## config.mk

```make
export PLATFORM = sky130hd
export DESIGN_NAME = mem_stage
export DESIGN_NICKNAME = d
export VERILOG_FILES = /design/src/rtl/mem_stage.sv
export SDC_FILE = /design/constraint.sdc
export NUM_CORES = 1
export LEC_CHECK = 0
export BUFFER_PORTS_ARGS = -buffer_cell sky130_fd_sc_hd__buf_2
export CAP_MARGIN = 10
export CORE_MARGIN = 2
export CORE_UTILIZATION = 41
export DETAILED_ROUTE_END_ITERATION = 10
export PLACE_DENSITY = 0.88
export SETUP_SLACK_MARGIN = 0.05
export SYNTH_ARGS = -nofsm -noshare
export SYNTH_HDL_FRONTEND = slang
export SYNTH_SLANG_ARGS = --single-unit
```

## constraint.sdc

```tcl
create_clock -name clk -period 2.1 [get_ports clk]
set_input_delay 0.42 -clock clk [delete_from_list [all_inputs] [get_ports clk]]
set_output_delay 0.42 -clock clk [all_outputs]
set_load 0.02 [all_outputs]
```

## src/rtl/mem_stage.sv

```systemverilog
// mem_stage -- memory-access stage of the 5-stage MIPS pipeline.
// Issues loads/stores to data memory over a req/ack handshake and stalls the
// upstream pipeline while an access is outstanding. It also resolves the
// branch decision and holds the MEM/WB stage register.
//
// Optional feature macro: MEM_TIMEOUT_EN. When defined, an access that sees no
// ack for TIMEOUT_CYCLES request cycles is aborted and the sticky mem_err is
// set. When undefined, WAIT lasts until ack and mem_err is tied to 0.
//
// Ports:
//   clk, rst                  clock, synchronous active-high reset
//   Branch_in .. Zero_in      EX/MEM control bits
//   ALU_in, Reg2_in           address / ALU result, store data
//   WriteReg_in               destination register
//   dmem_req/we/addr/wdata    data-memory request (combinational)
//   dmem_ack, dmem_rdata      data-memory response
//   Stall                     freeze PC, IF/ID, ID/EX, EX/MEM (combinational)
//   PCSrc                     branch taken (combinational)
//   RegWrite_out .. WriteReg_out  MEM/WB register
//   mem_err                   sticky access-timeout flag
module mem_stage #(
  parameter int unsigned TIMEOUT_CYCLES = 15
) (
  input  logic        clk,
  input  logic        rst,
  input  logic        Branch_in,
  input  logic        MemRead_in,
  input  logic        MemWrite_in,
  input  logic        RegWrite_in,
  input  logic        Mem2Reg_in,
  input  logic        Zero_in,
  input  logic [31:0] ALU_in,
  input  logic [31:0] Reg2_in,
  input  logic [4:0]  WriteReg_in,
  output logic        dmem_req,
  output logic        dmem_we,
  output logic [31:0] dmem_addr,
  output logic [31:0] dmem_wdata,
  input  logic        dmem_ack,
  input  logic [31:0] dmem_rdata,
  output logic        Stall,
  output logic        PCSrc,
  output logic        RegWrite_out,
  output logic        Mem2Reg_out,
  output logic [31:0] MemData_out,
  output logic [31:0] ALU_out,
  output logic [4:0]  WriteReg_out,
  output logic        mem_err
);

  if (TIMEOUT_CYCLES < 1 || TIMEOUT_CYCLES > 255) begin : g_bad_timeout
    $error("mem_stage: TIMEOUT_CYCLES must be in 1..255");
  end

`ifdef MEM_TIMEOUT_EN
  typedef enum logic [1:0] {IDLE, WAIT, ABORT} state_t;
  localparam logic [7:0] LIMIT = 8'(TIMEOUT_CYCLES - 1);
  logic [7:0] cnt;
  logic       at_limit;
  assign at_limit = (cnt == LIMIT);
`else
  typedef enum logic [1:0] {IDLE, WAIT} state_t;
  assign mem_err = 1'b0;
`endif

  state_t state;
  logic   access;
  logic   is_load;
  logic   in_abort;

  assign access  = MemRead_in | MemWrite_in;
  // A simultaneous read+write is treated as a store, so no load data is kept.
  assign is_load = MemRead_in & ~MemWrite_in;

`ifdef MEM_TIMEOUT_EN
  assign in_abort = (state == ABORT);
`else
  assign in_abort = 1'b0;
`endif

  // Request is gated by rst so a reset mid-access drops it in the same cycle.
  always_comb begin
    dmem_req = 1'b0;
    if (!rst) begin
      case (state)
        IDLE:    dmem_req = access;
        WAIT:    dmem_req = 1'b1;
        default: dmem_req = 1'b0;
      endcase
    end
  end

  // EX/MEM is frozen by Stall, so these stay stable while a request pends.
  assign dmem_we    = MemWrite_in;
  assign dmem_addr  = ALU_in;
  assign dmem_wdata = Reg2_in;
  assign Stall      = dmem_req & ~dmem_ack;
  assign PCSrc      = ~rst & Branch_in & Zero_in;

  // Handshake FSM, timeout counter and MEM/WB register.
  always_ff @(posedge clk) begin
    if (rst) begin
      state        <= IDLE;
      RegWrite_out <= 1'b0;
      Mem2Reg_out  <= 1'b0;
      MemData_out  <= 32'b0;
      ALU_out      <= 32'b0;
      WriteReg_out <= 5'b0;
`ifdef MEM_TIMEOUT_EN
      cnt          <= 8'd0;
      mem_err      <= 1'b0;
`endif
    end else begin
      case (state)
        IDLE: begin
          if (access && !dmem_ack) begin
`ifdef MEM_TIMEOUT_EN
            cnt <= cnt + 8'd1;
            if (at_limit) begin
              state   <= ABORT;
              mem_err <= 1'b1;
            end else begin
              state <= WAIT;
            end
`else
            state <= WAIT;
`endif
          end
        end
        WAIT: begin
          if (dmem_ack) begin
            state <= IDLE;
`ifdef MEM_TIMEOUT_EN
            cnt   <= 8'd0;
`endif
          end else begin
`ifdef MEM_TIMEOUT_EN
            cnt <= cnt + 8'd1;
            if (at_limit) begin
              state   <= ABORT;
              mem_err <= 1'b1;
            end
`endif
          end
        end
        default: begin
          state <= IDLE;
`ifdef MEM_TIMEOUT_EN
          cnt   <= 8'd0;
`endif
        end
      endcase

      // Stall or abort inserts a bubble; other MEM/WB fields hold.
      if (Stall || in_abort) begin
        RegWrite_out <= 1'b0;
      end else begin
        RegWrite_out <= RegWrite_in;
        Mem2Reg_out  <= Mem2Reg_in;
        ALU_out      <= ALU_in;
        WriteReg_out <= WriteReg_in;
        MemData_out  <= is_load ? dmem_rdata : 32'b0;
      end
    end
  end

endmodule
```

==> results summary <==
The buffer depth of the longest clock path came out at 2. The adder and majority cell fraction of the synthesized area came out at 0. The placer congestion estimate is around 0.74. The maximum fanout count along the critical path came out at 3. The portion of synthesized area spent on multiplexers is 0.205.

In this run the most critical hold path is launched from dmem_rdata[1]. The critical path's slowest cell is sky130_fd_sc_hd__dfxtp_1. The share of total power dissipated in sequential elements is 0.455. The post-synthesis share of cell area spent on xor and xnor gates came out at 0. For this design the top-level I/O count stands at 250. After legalization and detailed placement, the total HPWL measured 5510 um. The wire length of the first global-routing pass is 11100 um. The max capacitance violation total came out at 0. The detailed-route via count came out at ~2600.

The top-area cell type share of the netlist area is 0.413. The signal on the critical path passes through nor3_4 > or3_4 > inv_1 > buf_2. The share of the Yosys chip area taken by registers is 0.413. The tree is rooted in a sky130_fd_sc_hd__clkbuf_8. In the global route stage, overall resource usage came out at 0.157.

The via-per-instance ratio is 4.69. The number of fillers in the final layout is 759. The count of final max-slew check failures is 0.

The signed area change from the synthesized netlist to the final layout is 20.8%. The largest family of logic cells by synthesized area is multiplexers. The pin count of the biggest net entering global routing came out at 60. The flow ran to the end, and the final reports show no timing, DRC or antenna violations. The horizontal extent of the die came out at approximately 96 um.

Yosys attributes the largest share of cell area to sky130_fd_sc_hd__dfxtp_1 (41%), sky130_fd_sc_hd__mux2_4 (16%), sky130_fd_sc_hd__buf_4 (15%). The worst hold path belongs to the class in -> reg. The setup TNS is 0 ns.

For this design the ratio of total power to cell area is 777 nW/um2. The worst path buffer plus inverter count came out at 2. The DRC violation total after the first TritonRoute iteration is between 40 and 50. The met1 usage in global routing is 0.171. In this run the number of H-tree levels came out at 3. In the finished design, the share of the clock period the worst path needs comes to 0.854. The setup skew after layout is between 0.007 and 0.008 ns.

In the final layout, the share of cells above drive strength 1 is 0.596. The quantity of I/O buffers inserted on ports is between 150 and 200. The number of antenna violations at the first check in global routing is 0.

The delay of the slowest critical-path stage came out at 0.36 ns. After detailed routing, the average wire length per cell comes to roughly 14 um. TritonCTS built the clock tree. Yosys printed 0 warnings. Of the total power, the share spent switching nets is 0.263. The total count of hold-check failures in the final report was 0. The average cell area after synthesis is 10.8 um2. The via count of the first global-routing pass is 2388.

The number of detailed-routing iterations run before antenna repair is 4. The die boundary height came out at 96.2 um. The number of post-CTS setup repair buffers came out at 0. The number of register bits inferred by synthesis is between 70 and 80. The total power is 3270 uW. Once detail routing completed, the nets flagged for antenna violations numbered 0.

The startpoint identified for the worst register-to-register timing path is state[0]. The post-layout minimum cycle time came out at 1.79 ns. Summed over all instances, the cell type with the most area after synthesis is sky130_fd_sc_hd__dfxtp_1. The full die area is approximately 9000 um2. The data arrival time of the worst path is 1.37 ns.

The met3 track demand over resource in global routing came out at 0.0525. The startpoint-to-endpoint class of the critical path is reg -> out. The total global routing overflow is 0. The later pin in the worst-skew pair is clocked with a latency of ~0.33 ns. The worst setup path is launched from a register. The leakage power figure is 0.00222 uW. The synthesized net count came out at roughly 430. In this run the power spent charging and discharging nets is 860 uW.

The internal power of the cells totals 2410 uW. The mapped cell area is 3490 um2. The placement-stage worst setup slack is 0.275 ns. The critical path data required time is approximately 1.7 ns. The total inserted antenna cells came out at 0.

Measured on the finished design, the core utilization comes to 0.513. The post-layout net count is between 500 and 600. The launch point of the worst path is state[0].

The number of buffers added by the clock tree synthesis step is 9. The area fraction in compound gates after synthesis came to 0.0427. The share of synthesized cell area in and, or, nand and nor gates came out at 0.142. The count of cells resized by post-cts repair came out at 0. The critical path endpoint category is an output pin. In the global route stage, met2 resource usage came out at 0.272.

The total number of clock tree sinks came out at 72. Setup violations remaining at the end of the flow were counted as 0. After synthesis, the netlist uses 20 different library cells. The final wirelength is about 7600 um.

The hold buffer count at CTS is 0. The global routing's busiest layer is met2. The count of unresolved DRC violations after routing came out at 0.

On the critical path the largest part of the delay comes from simple AND/OR/NAND/NOR gates. The count of mapped cells out of synthesis came out at between 300 and 400. The area inside the core boundary came out at approximately 8000 um2.

The share of total power dissipated in combinational logic is 0.182. The worst path meets setup with 0.307 ns of slack. The row count is 33. The clock network power share is 0.363. The clock input transition at the sequential cells of the worst setup and hold paths is 0.08 ns. Setup repair after global routing left no endpoint under its margin. The top achievable clock speed came out at 558 MHz. The initial utilization of the core area, before any placement, comes to 0.424. The worst vdd rail ir drop came out at approximately 0.4 mV. For flop-to-flop paths, the worst setup slack is 0.52 ns.
==> power by group through the flow <==
stage	sequential [uW]	combinational (uW)	clock, uW
6_report	1490	596	1190
3_5_place_dp	1520	602	0
5_1_grt	1500	643	1290
3_3_place_gp	1520	590	0
4_1_cts	1490	604	1230
2_1_floorplan	1620	413	0
==> state kept, by name, indices dropped and copies added, names as in the netlist <==
| register | cells |
|---|---|
| MemData_out | 32 |
| RegWrite_out | 1 |
| ALU_out | 32 |
| WriteReg_out | 5 |
| state | 1 |
| Mem2Reg_out | 1 |
==> area by class of cell <==
type,count,area [um2],area share
Multi-Input combinational cell,148,1370,0.326
Inverter,17,63.8,0.0152
Tap cell,105,131,0.0312
Timing Repair Buffer,189,983,0.234
Sequential cell,72,1440,0.342
Clock inverter,5,81.3,0.0193
Clock buffer,10,138,0.0327
==> layer usage <==
metal | wire length [um] | up-vias
met4 | 146 | 0
li1 | - | 1223
met1 | 3030 | 1195
met3 | 647 | 20
met2 | 3750 | 121
met5 | 0 | -
==> per-stage QoR <==
step / cell area (um2) / hold slack [ns] / cells
after floorplan: 3490 / 0.525 / 323
after global placement: 3990 / 0.435 / 531
after detailed placement: 3990 / 0.444 / 531
after CTS: 4210 / 0.287 / 546
after global routing: 4210 / 0.288 / 546
final: 4210 / 0.311 / 546
==> path summary, 6_finish.rpt <==
kind,end,cells past startpoint
max,Stall,4
min,MemData_out[1],2
max reg2reg,ALU_out[19],4
min reg2reg,MemData_out[17],2
==> cells by family after synthesis <==
family | count (synthesis)
simple gates | 77
buf+inv | 103
mux | 53
compound gates | 17
flops | 72
other cells | 1
==> layout by cell type (no fill, tap or decap), drive strengths merged <==
cell type  netlist  routed
mux2            38      38
nor4b           17      17
mux2i           15      15
or3              1       1
bufinv           0       2
buf             77     189
nor3             1       1
dfxtp           72      72
inv             17      17
clkinv           0       2
a31o            17      17
nor2             2       2
nor2b           38      38
nor3b            2       2
nand2           16      16
clkbuf           9      10
clkinvlp         0       1
conb             1       1
==> synthesized netlist by cell type (all sizes together) <==
cell    count
mux2i      15
conb        1
a31o       17
nor2b      38
nor4b      17
nor2        2
nor3b       2
nor3        1
inv        17
dfxtp      72
buf        77
clkbuf      9
or3         1
mux2       38
nand2      16
==> worst register-to-register path: cells and delay by family (launching register included) <==
family                 cells  cell delay (ns)
buffers and inverters      1             0.39
muxes                      1             0.37
and+or+nand+nor            2             0.37
DFF                        1             0.33
Note: power is estimated with default switching activity, not from simulation.
